$ cat src/rtl/pipeline_ctrl_if.sv
// Handshake bundle between the pipeline controller and the debug unit / decode stage.
// The controller uses the slave modport; the master drives the request side.
interface pipeline_ctrl_if #(
    parameter int unsigned NB_REG    = 5,
    parameter int unsigned NB_CYCLES = 32
);
    logic                 i_run;
    logic                 i_step;
    logic                 i_halt_instr;
    logic                 i_branch_taken;
    logic                 i_idex_mem_read;
    logic [NB_REG-1:0]    i_idex_rt;
    logic [NB_REG-1:0]    i_ifid_rs;
    logic [NB_REG-1:0]    i_ifid_rt;
    logic                 o_pc_en;
    logic                 o_ifid_en;
    logic                 o_idex_en;
    logic                 o_exmem_en;
    logic                 o_memwb_en;
    logic                 o_ifid_flush;
    logic                 o_idex_bubble;
    logic                 o_halted;
    logic                 o_busy;
    logic [NB_CYCLES-1:0] o_cycle_count;

    modport master (
        output i_run, i_step, i_halt_instr, i_branch_taken, i_idex_mem_read,
               i_idex_rt, i_ifid_rs, i_ifid_rt,
        input  o_pc_en, o_ifid_en, o_idex_en, o_exmem_en, o_memwb_en,
               o_ifid_flush, o_idex_bubble, o_halted, o_busy, o_cycle_count
    );

    modport slave (
        input  i_run, i_step, i_halt_instr, i_branch_taken, i_idex_mem_read,
               i_idex_rt, i_ifid_rs, i_ifid_rt,
        output o_pc_en, o_ifid_en, o_idex_en, o_exmem_en, o_memwb_en,
               o_ifid_flush, o_idex_bubble, o_halted, o_busy, o_cycle_count
    );
endinterface

$ cat src/rtl/pipeline_ctrl.sv
// Sequencing and hazard controller for the 5-stage pipeline: run/step control,
// load-use stalls, branch flushes and HALT drain.
module pipeline_ctrl #(
    parameter int unsigned DRAIN_CYCLES = 3,
    parameter int unsigned NB_REG       = 5,
    parameter int unsigned NB_CYCLES    = 32
) (
    input logic              i_clk,
    input logic              i_reset,
    pipeline_ctrl_if.slave   bus
);
    localparam int unsigned DW = (DRAIN_CYCLES > 1) ? $clog2(DRAIN_CYCLES) : 1;

    typedef enum logic [2:0] {StIdle, StRun, StStep, StDrain, StHalted} state_e;

    state_e               state_q, state_d;
    logic [DW-1:0]        drain_q, drain_d;
    logic [NB_CYCLES-1:0] cycle_q, cycle_d;

    logic hazard;
    logic pc_en, ifid_en, idex_en, exmem_en, memwb_en;
    logic ifid_flush, idex_bubble, halted, busy;

    assign hazard = bus.i_idex_mem_read && (bus.i_idex_rt != '0) &&
                    ((bus.i_idex_rt == bus.i_ifid_rs) || (bus.i_idex_rt == bus.i_ifid_rt));

    always_comb begin
        state_d     = state_q;
        drain_d     = drain_q;
        pc_en       = 1'b0;
        ifid_en     = 1'b0;
        idex_en     = 1'b0;
        exmem_en    = 1'b0;
        memwb_en    = 1'b0;
        ifid_flush  = 1'b0;
        idex_bubble = 1'b0;
        halted      = 1'b0;
        busy        = 1'b0;
        unique case (state_q)
            StIdle: begin
                if (bus.i_run) begin
                    state_d = StRun;
                end else if (bus.i_step) begin
                    state_d = StStep;
                end
            end
            StRun, StStep: begin
                busy     = 1'b1;
                pc_en    = 1'b1;
                ifid_en  = 1'b1;
                idex_en  = 1'b1;
                exmem_en = 1'b1;
                memwb_en = 1'b1;
                if (state_q == StStep) begin
                    state_d = StIdle;
                end
                // Priority: load-use stall, then HALT, then branch flush.
                if (hazard) begin
                    pc_en       = 1'b0;
                    ifid_en     = 1'b0;
                    idex_bubble = 1'b1;
                end else if (bus.i_halt_instr) begin
                    pc_en       = 1'b0;
                    ifid_en     = 1'b0;
                    idex_bubble = 1'b1;
                    drain_d     = DW'(DRAIN_CYCLES - 1);
                    state_d     = StDrain;
                end else if (bus.i_branch_taken) begin
                    ifid_flush = 1'b1;
                end
            end
            StDrain: begin
                busy        = 1'b1;
                idex_en     = 1'b1;
                idex_bubble = 1'b1;
                exmem_en    = 1'b1;
                memwb_en    = 1'b1;
                if (drain_q == '0) begin
                    state_d = StHalted;
                end else begin
                    drain_d = drain_q - DW'(1);
                end
            end
            StHalted: begin
                halted = 1'b1;
            end
            default: begin
                state_d = StIdle;
            end
        endcase
    end

    always_comb begin
        cycle_d = cycle_q;
        if (((state_q == StRun) || (state_q == StStep) || (state_q == StDrain)) && !(&cycle_q)) begin
            cycle_d = cycle_q + NB_CYCLES'(1);
        end
    end

    always_ff @(posedge i_clk) begin
        if (!i_reset) begin
            state_q <= StIdle;
            drain_q <= '0;
            cycle_q <= '0;
        end else begin
            state_q <= state_d;
            drain_q <= drain_d;
            cycle_q <= cycle_d;
        end
    end

    // Reset overrides every control combinationally, independent of state.
    assign bus.o_pc_en       = i_reset & pc_en;
    assign bus.o_ifid_en     = i_reset & ifid_en;
    assign bus.o_idex_en     = i_reset & idex_en;
    assign bus.o_exmem_en    = i_reset & exmem_en;
    assign bus.o_memwb_en    = i_reset & memwb_en;
    assign bus.o_ifid_flush  = i_reset & ifid_flush;
    assign bus.o_idex_bubble = i_reset & idex_bubble;
    assign bus.o_halted      = i_reset & halted;
    assign bus.o_busy        = i_reset & busy;
    assign bus.o_cycle_count = cycle_q;
endmodule
$ cat src/flat_wrapper.sv
// flat-port wrapper written by rule: the top's interface ports become plain ports
module pipeline_ctrl_flat 
#(
    parameter int unsigned DRAIN_CYCLES = 3,
    parameter int unsigned NB_REG       = 5,
    parameter int unsigned NB_CYCLES    = 32
)
  (i_clk, i_reset, bus_i_run, bus_i_step, bus_i_halt_instr, bus_i_branch_taken, bus_i_idex_mem_read, bus_i_idex_rt, bus_i_ifid_rs, bus_i_ifid_rt, bus_o_pc_en, bus_o_ifid_en, bus_o_idex_en, bus_o_exmem_en, bus_o_memwb_en, bus_o_ifid_flush, bus_o_idex_bubble, bus_o_halted, bus_o_busy, bus_o_cycle_count);
  pipeline_ctrl_if #(.NB_REG(NB_REG), .NB_CYCLES(NB_CYCLES)) bus_i ();
  input logic i_clk;
  input logic i_reset;
  input wire logic [$bits(bus_i.i_run)-1:0] bus_i_run;
  input wire logic [$bits(bus_i.i_step)-1:0] bus_i_step;
  input wire logic [$bits(bus_i.i_halt_instr)-1:0] bus_i_halt_instr;
  input wire logic [$bits(bus_i.i_branch_taken)-1:0] bus_i_branch_taken;
  input wire logic [$bits(bus_i.i_idex_mem_read)-1:0] bus_i_idex_mem_read;
  input wire logic [$bits(bus_i.i_idex_rt)-1:0] bus_i_idex_rt;
  input wire logic [$bits(bus_i.i_ifid_rs)-1:0] bus_i_ifid_rs;
  input wire logic [$bits(bus_i.i_ifid_rt)-1:0] bus_i_ifid_rt;
  output wire logic [$bits(bus_i.o_pc_en)-1:0] bus_o_pc_en;
  output wire logic [$bits(bus_i.o_ifid_en)-1:0] bus_o_ifid_en;
  output wire logic [$bits(bus_i.o_idex_en)-1:0] bus_o_idex_en;
  output wire logic [$bits(bus_i.o_exmem_en)-1:0] bus_o_exmem_en;
  output wire logic [$bits(bus_i.o_memwb_en)-1:0] bus_o_memwb_en;
  output wire logic [$bits(bus_i.o_ifid_flush)-1:0] bus_o_ifid_flush;
  output wire logic [$bits(bus_i.o_idex_bubble)-1:0] bus_o_idex_bubble;
  output wire logic [$bits(bus_i.o_halted)-1:0] bus_o_halted;
  output wire logic [$bits(bus_i.o_busy)-1:0] bus_o_busy;
  output wire logic [$bits(bus_i.o_cycle_count)-1:0] bus_o_cycle_count;
  assign bus_i.i_run = bus_i_run;
  assign bus_i.i_step = bus_i_step;
  assign bus_i.i_halt_instr = bus_i_halt_instr;
  assign bus_i.i_branch_taken = bus_i_branch_taken;
  assign bus_i.i_idex_mem_read = bus_i_idex_mem_read;
  assign bus_i.i_idex_rt = bus_i_idex_rt;
  assign bus_i.i_ifid_rs = bus_i_ifid_rs;
  assign bus_i.i_ifid_rt = bus_i_ifid_rt;
  assign bus_o_pc_en = bus_i.o_pc_en;
  assign bus_o_ifid_en = bus_i.o_ifid_en;
  assign bus_o_idex_en = bus_i.o_idex_en;
  assign bus_o_exmem_en = bus_i.o_exmem_en;
  assign bus_o_memwb_en = bus_i.o_memwb_en;
  assign bus_o_ifid_flush = bus_i.o_ifid_flush;
  assign bus_o_idex_bubble = bus_i.o_idex_bubble;
  assign bus_o_halted = bus_i.o_halted;
  assign bus_o_busy = bus_i.o_busy;
  assign bus_o_cycle_count = bus_i.o_cycle_count;
  pipeline_ctrl #(.DRAIN_CYCLES(DRAIN_CYCLES), .NB_REG(NB_REG), .NB_CYCLES(NB_CYCLES)) u_core (.i_clk(i_clk), .i_reset(i_reset), .bus(bus_i));
endmodule
$ cat config.mk
export PLATFORM = sky130hd
export DESIGN_NAME = pipeline_ctrl_flat
export DESIGN_NICKNAME = d
export VERILOG_FILES = /design/src/rtl/pipeline_ctrl_if.sv /design/src/rtl/pipeline_ctrl.sv /design/src/flat_wrapper.sv
export SDC_FILE = /design/constraint.sdc
export NUM_CORES = 1
export LEC_CHECK = 0
export BUFFER_PORTS_ARGS = -buffer_cell sky130_fd_sc_hd__clkbuf_2
export CELL_PAD_IN_SITES_DETAIL_PLACEMENT = 1
export CELL_PAD_IN_SITES_GLOBAL_PLACEMENT = 1
export CORE_UTILIZATION = 37
export CTS_CLUSTER_SIZE = 40
export DETAILED_ROUTE_END_ITERATION = 8
export PLACE_DENSITY = 0.88
export SYNTH_ARGS = -nofsm -noshare
export SYNTH_HDL_FRONTEND = slang
export SYNTH_SLANG_ARGS = --single-unit
export TNS_END_PERCENT = 100
$ cat constraint.sdc
create_clock -name i_clk -period 2.51 [get_ports i_clk]
set_input_delay 0.1255 -clock i_clk [delete_from_list [all_inputs] [get_ports i_clk]]
set_output_delay 0.1255 -clock i_clk [all_outputs]
set_load 0.01 [all_outputs]
# Word level (Yosys, flattened, before mapping)
# Cells that the tools add are included.
classes:
  mux: 23
  n_addsub: 2
  n_reduce_logical: 16
  n_bitwise: 6
  n_eq_ne: 11
op_table:
  columns: ["operator", "count"]
  rows:
  - ["32-bit by 1-bit adder with 32-bit output, second input constant", 1]
  - ["32-bit AND reduction", 1]
  - ["3-bit 2-to-1 mux", 6]
  - ["3-bit one-hot mux with 4 select lines", 1]
  - ["1-bit 2-to-1 mux", 11]
  - ["5-bit == test", 2]
  - ["3-bit by 2-bit == test with 1-bit output, second input constant", 2]
  - ["2-bit 2-to-1 mux", 3]
  - ["2-bit inequality test, second input constant", 3]
  - ["1-bit bitwise AND", 5]
  - ["5-bit nonzero test", 1]
  - ["2-bit one-hot mux with 2 select lines", 1]
  - ["4-bit AND reduction", 1]
  - ["3-bit by 1-bit == test with 1-bit output, second input constant", 1]
  - ["3-bit == test, second input constant", 1]
  - ["1-bit logical AND", 3]
  - ["3-bit zero test", 1]
  - ["1-bit logical OR", 3]
  - ["3-bit inequality test, second input constant", 1]
  - ["3-bit AND reduction", 1]
  - ["3-bit OR reduction", 1]
  - ["2-bit zero test", 1]
  - ["2-bit by 1-bit inequality test with 1-bit output, second input constant", 1]
  - ["1-bit one-hot mux with 2 select lines", 1]
  - ["other kinds (5)", 5]
totals:
  regBits: 37
  output_inout_bits: 41

# Logic depth before layout (Yosys ltp)
logic_depth:
  ltp_word: 6
  mapped_depth: 8
  ltp_nobuf: 6

# Least setup slack after synthesis
# OpenSTA, ideal clock, no wires.
synth_timing:
  path_type: "register to register"
  startpoint: "register u_core.cycle_q[0] (netlist: u_core.bus.o_cycle_count[0])"
  endpoint: "register u_core.cycle_q[2] (netlist: u_core.bus.o_cycle_count[2])"
  path_slack_ns: 0.402
  period_less_slack_ns: 2.108
  path_stages_with_launch: 9
  t_arrival_ns: 1.989
  setup_time_ns: 0.119
  cell_sequence: "dfxtp_1 -> ha_1 -> nand4_1 -> or4_4 -> o31ai_4 -> buf_6 -> buf_12 -> nor4_1 -> o21bai_1"
synth_via:
  elab_chain_len: 3
synth_rtl:
  columns: ["element", "line", "rtl"]
  rows:
  - ["start: declaration", "pipeline_ctrl.sv:18", "logic [NB_CYCLES-1:0] cycle_q, cycle_d;"]
  - ["start signal: assignment", "pipeline_ctrl.sv:108", "cycle_q <= cycle_d;"]
  - ["branches (longest 3 deep; another with 32-bit by 1-bit adder with 32-bit output)", null, null]
# Several ways; the timed one is not identified.
# A chain may end at the register's enable or synchronous reset.

# Worst setup path in the final report
# Same ends and word-level chain as after synthesis.

==> qor.yml <==
logic_synthesis:
  ys_seq_area_share_pct: 34.0
  yosysMostFrequentCell: "dfxtp_1"
  synthDominantCellAreaShare_pct: 34.0
  syn_area_um2: 2180
  syn_avg_cell_area_um2: 8.19
  synth_edf_count: 0
  synth_fp_nets: 290
  ys_warn_count: 0
  synthCells: 266
  ys_async_sr_fraction_pct: 0
  yosysUniqueCellTypes: 51
  yosysTopAreaCell: "dfxtp_1"
  ys_ff_latch: 37
  synth.area.top_cells: "dfxtp_1 34%, xor2_1 6.0%, a21oi_1 3.9%"
  synth_ff_type: "dfxtp_1"
  synth_common_cells: "37 x dfxtp_1, 20 x nor2_1, 17 x a21oi_1"
setup_path:
  crit_start: "u_core.bus.o_cycle_count[0]"
  cp_data_required_time_ps: 2680
  end_kind: "flip-flop"
  critical-path-top-delay-family: "simple AND/OR/NAND/NOR gates"
  slowest_stage: "or4_4"
  cp_max_fo: 30
  crit_chain: "ha_1 -> nand4_1 -> or4_4 -> o31ai_4 -> buf_4 -> nor4_1 -> o21bai_1"
  reg2reg_from: "u_core.bus.o_cycle_count[0]"
  max_stage_delay_ps: 560
  start_kind: "flip-flop"
  critPathArrivalTime_ps: 2460
  critPathBufInv: 1
  path_class: "reg2reg"
global_routing:
  grt-ovfl-total: 0
  antenna_found_initial: 0
  grtUsageTotal_pct: 18.8
  grt_max_degree: 31
  grt_pass1_wl_um: 9380
  grt_pass1_vias: 2099
clock_tree:
  htreeDepth: 2
  numCtsBuffers: 5
  cts_tree: "done"
  clkSinkCount: 37
  postCtsSetupBuffers: 0
  ctsResizeCount: 0
  clock_latency_ps: 290
  clk_pin_slew_ps: 70
  hold_buffers: 0
  cts_root_buffer: "clkbuf_8"
  clock_path_buffers: 2
place:
  placed_area_um2: 2510
  gp_congestion: 0.769
  placed_cells: 390
  io_buffers: 62
  hpwlAfterDp_um: 4230
timing:
  worst_pin_slew_ps: 518
  setup-tns-final_ps: 0
  fmax_mhz: 438
  layout_worst_path_cycle_share_pct: 91.0
  rsz0062_at_grt: "no"
  min_period_ps: 2280
  fin_worst_skew_ps: 4.54
  slew_headroom_pct: 65.4
  setup_viol: 0
  hold_viol: 0
  slew_violations: 0
die:
  core_area_um2: 5610
  die-area_um2: 6200
  io-pin-count: 63
  rows: 27
  dieHeight_um: 78.8
  start_util_pct: 38.9
  dieWidth_um: 78.8
layout:
  layout-drive-gt1-share_pct: 28.3
  stdcell_count: 397
  n_antenna_cell: 0
  utilization_pct: 46.5
  design_area_um2: 2610
  syn_to_final_growth_pct: 19.6
  layout.nets: 349
routing:
  routed_wl_um: 5650
  vias: 2189
  drc: 0
  vias_per_cell: 5.51
  drt_pass1_iterations: 4
  drt-wirelength-per-cell_um: 14.2
  drtIter0Drc: 74
  drtAntennaViolNets: 0
power:
  p_per_area_nw_per_um2: 481
  leakage_nw: 0.986
  vdd_drop_max_mv: 0.251
run:
  maxCapViolations: 0
run_status:
  status: "finished clean"
hold_path:
  hold_start: "bus_i_halt_instr"
  hold_path.class: "in2reg"
per-stage QoR:
step	total power [W]	setup WS [ps]	hold slack, ps
after global placement	0.000841	231	433
final	0.00125	227	143
after detailed placement	0.000848	155	441
after CTS	0.00127	55.4	133
after floorplan	0.000808	402	272
after global routing	0.00132	73.5	153
sequential cells by signal, summed over array words and instances (netlist names):
name and cells:
u_core.bus.o_cycle_count 32, u_core.state_q 3, u_core.drain_q 2
metal layers:
| metal | up-vias | GRT usage [%] | wire (um) |
|---|---|---|---|
| li1 | 1098 | - | - |
| met1 | 1034 | 22.5 | 2580 |
| met2 | 51 | 32.9 | 2740 |
| met3 | 6 | 4.48 | 258 |
| met4 | 0 | 5.93 | 74 |
| met5 | - | 0 | 0 |
worst min-delay path, stage by stage:
cell,delay (ps)
clkbuf_2,100
o2111ai_1,70
a31oi_1,80
power breakdown:
group	switching, W	internal (W)	total (W)
sequential	0.0000216	0.000602	0.000624
combinational	0.000128	0.0000800	0.000208
clock	0.000204	0.000218	0.000422
logic make-up (layout without fill, tap and decap cells):
family	after synthesis	after routing	share of synthesized area (%)
compound gates	66	66	20.6
xor+xnor	18	18	7.23
fa+ha+maj	2	2	1.15
buf+inv	29	88	7.52
flops	37	37	34.0
mux	1	1	0.459
simple gates	113	113	29.1
area by class of cell:
| type | instances | area [um2] |
|---|---|---|
| Multi-Input combinational cell | 200 | 1280 |
| Clock buffer | 7 | 86.3 |
| Timing Repair Buffer | 69 | 363 |
| Sequential cell | 37 | 741 |
| Inverter | 12 | 45.0 |
| Tap cell | 72 | 90.1 |
| Fill cell | 731 | 3000 |
path summary, 6_finish.rpt:
kind                            cells past startpoint                     endpoint  slack (ps)
worst min register to register                      2            u_core.drain_q[0]         500
worst max-delay path                                7  u_core.bus.o_cycle_count[2]         230
worst max register to register                      7  u_core.bus.o_cycle_count[2]         230
worst min-delay path                                3            u_core.state_q[0]         140
cell usage in the layout (no fill, tap or decap), types with 2 or more instances in the layout:
cell type,instances
buf_4,7
and4_1,2
a22oi_1,2
o31ai_1,11
o21ai_1,2
clkbuf_8,6
nor3_1,7
and2_1,2
xnor2_1,3
o21ai_2,2
dfxtp_1,37
or4_1,9
o21ai_0,13
clkbuf_2,62
and4_2,2
xor2_1,15
and3_1,3
a21oi_1,17
nand3_1,13
o21a_1,3
a21oi_2,2
o2111ai_1,2
nand4_1,10
inv_1,12
nand2b_1,3
nand2_1,16
nor2_1,20
o21bai_1,2
ha_1,2
or3_1,12
or2_2,2
o211ai_1,2
nor4_1,5
(Power assumes the default switching activity.)
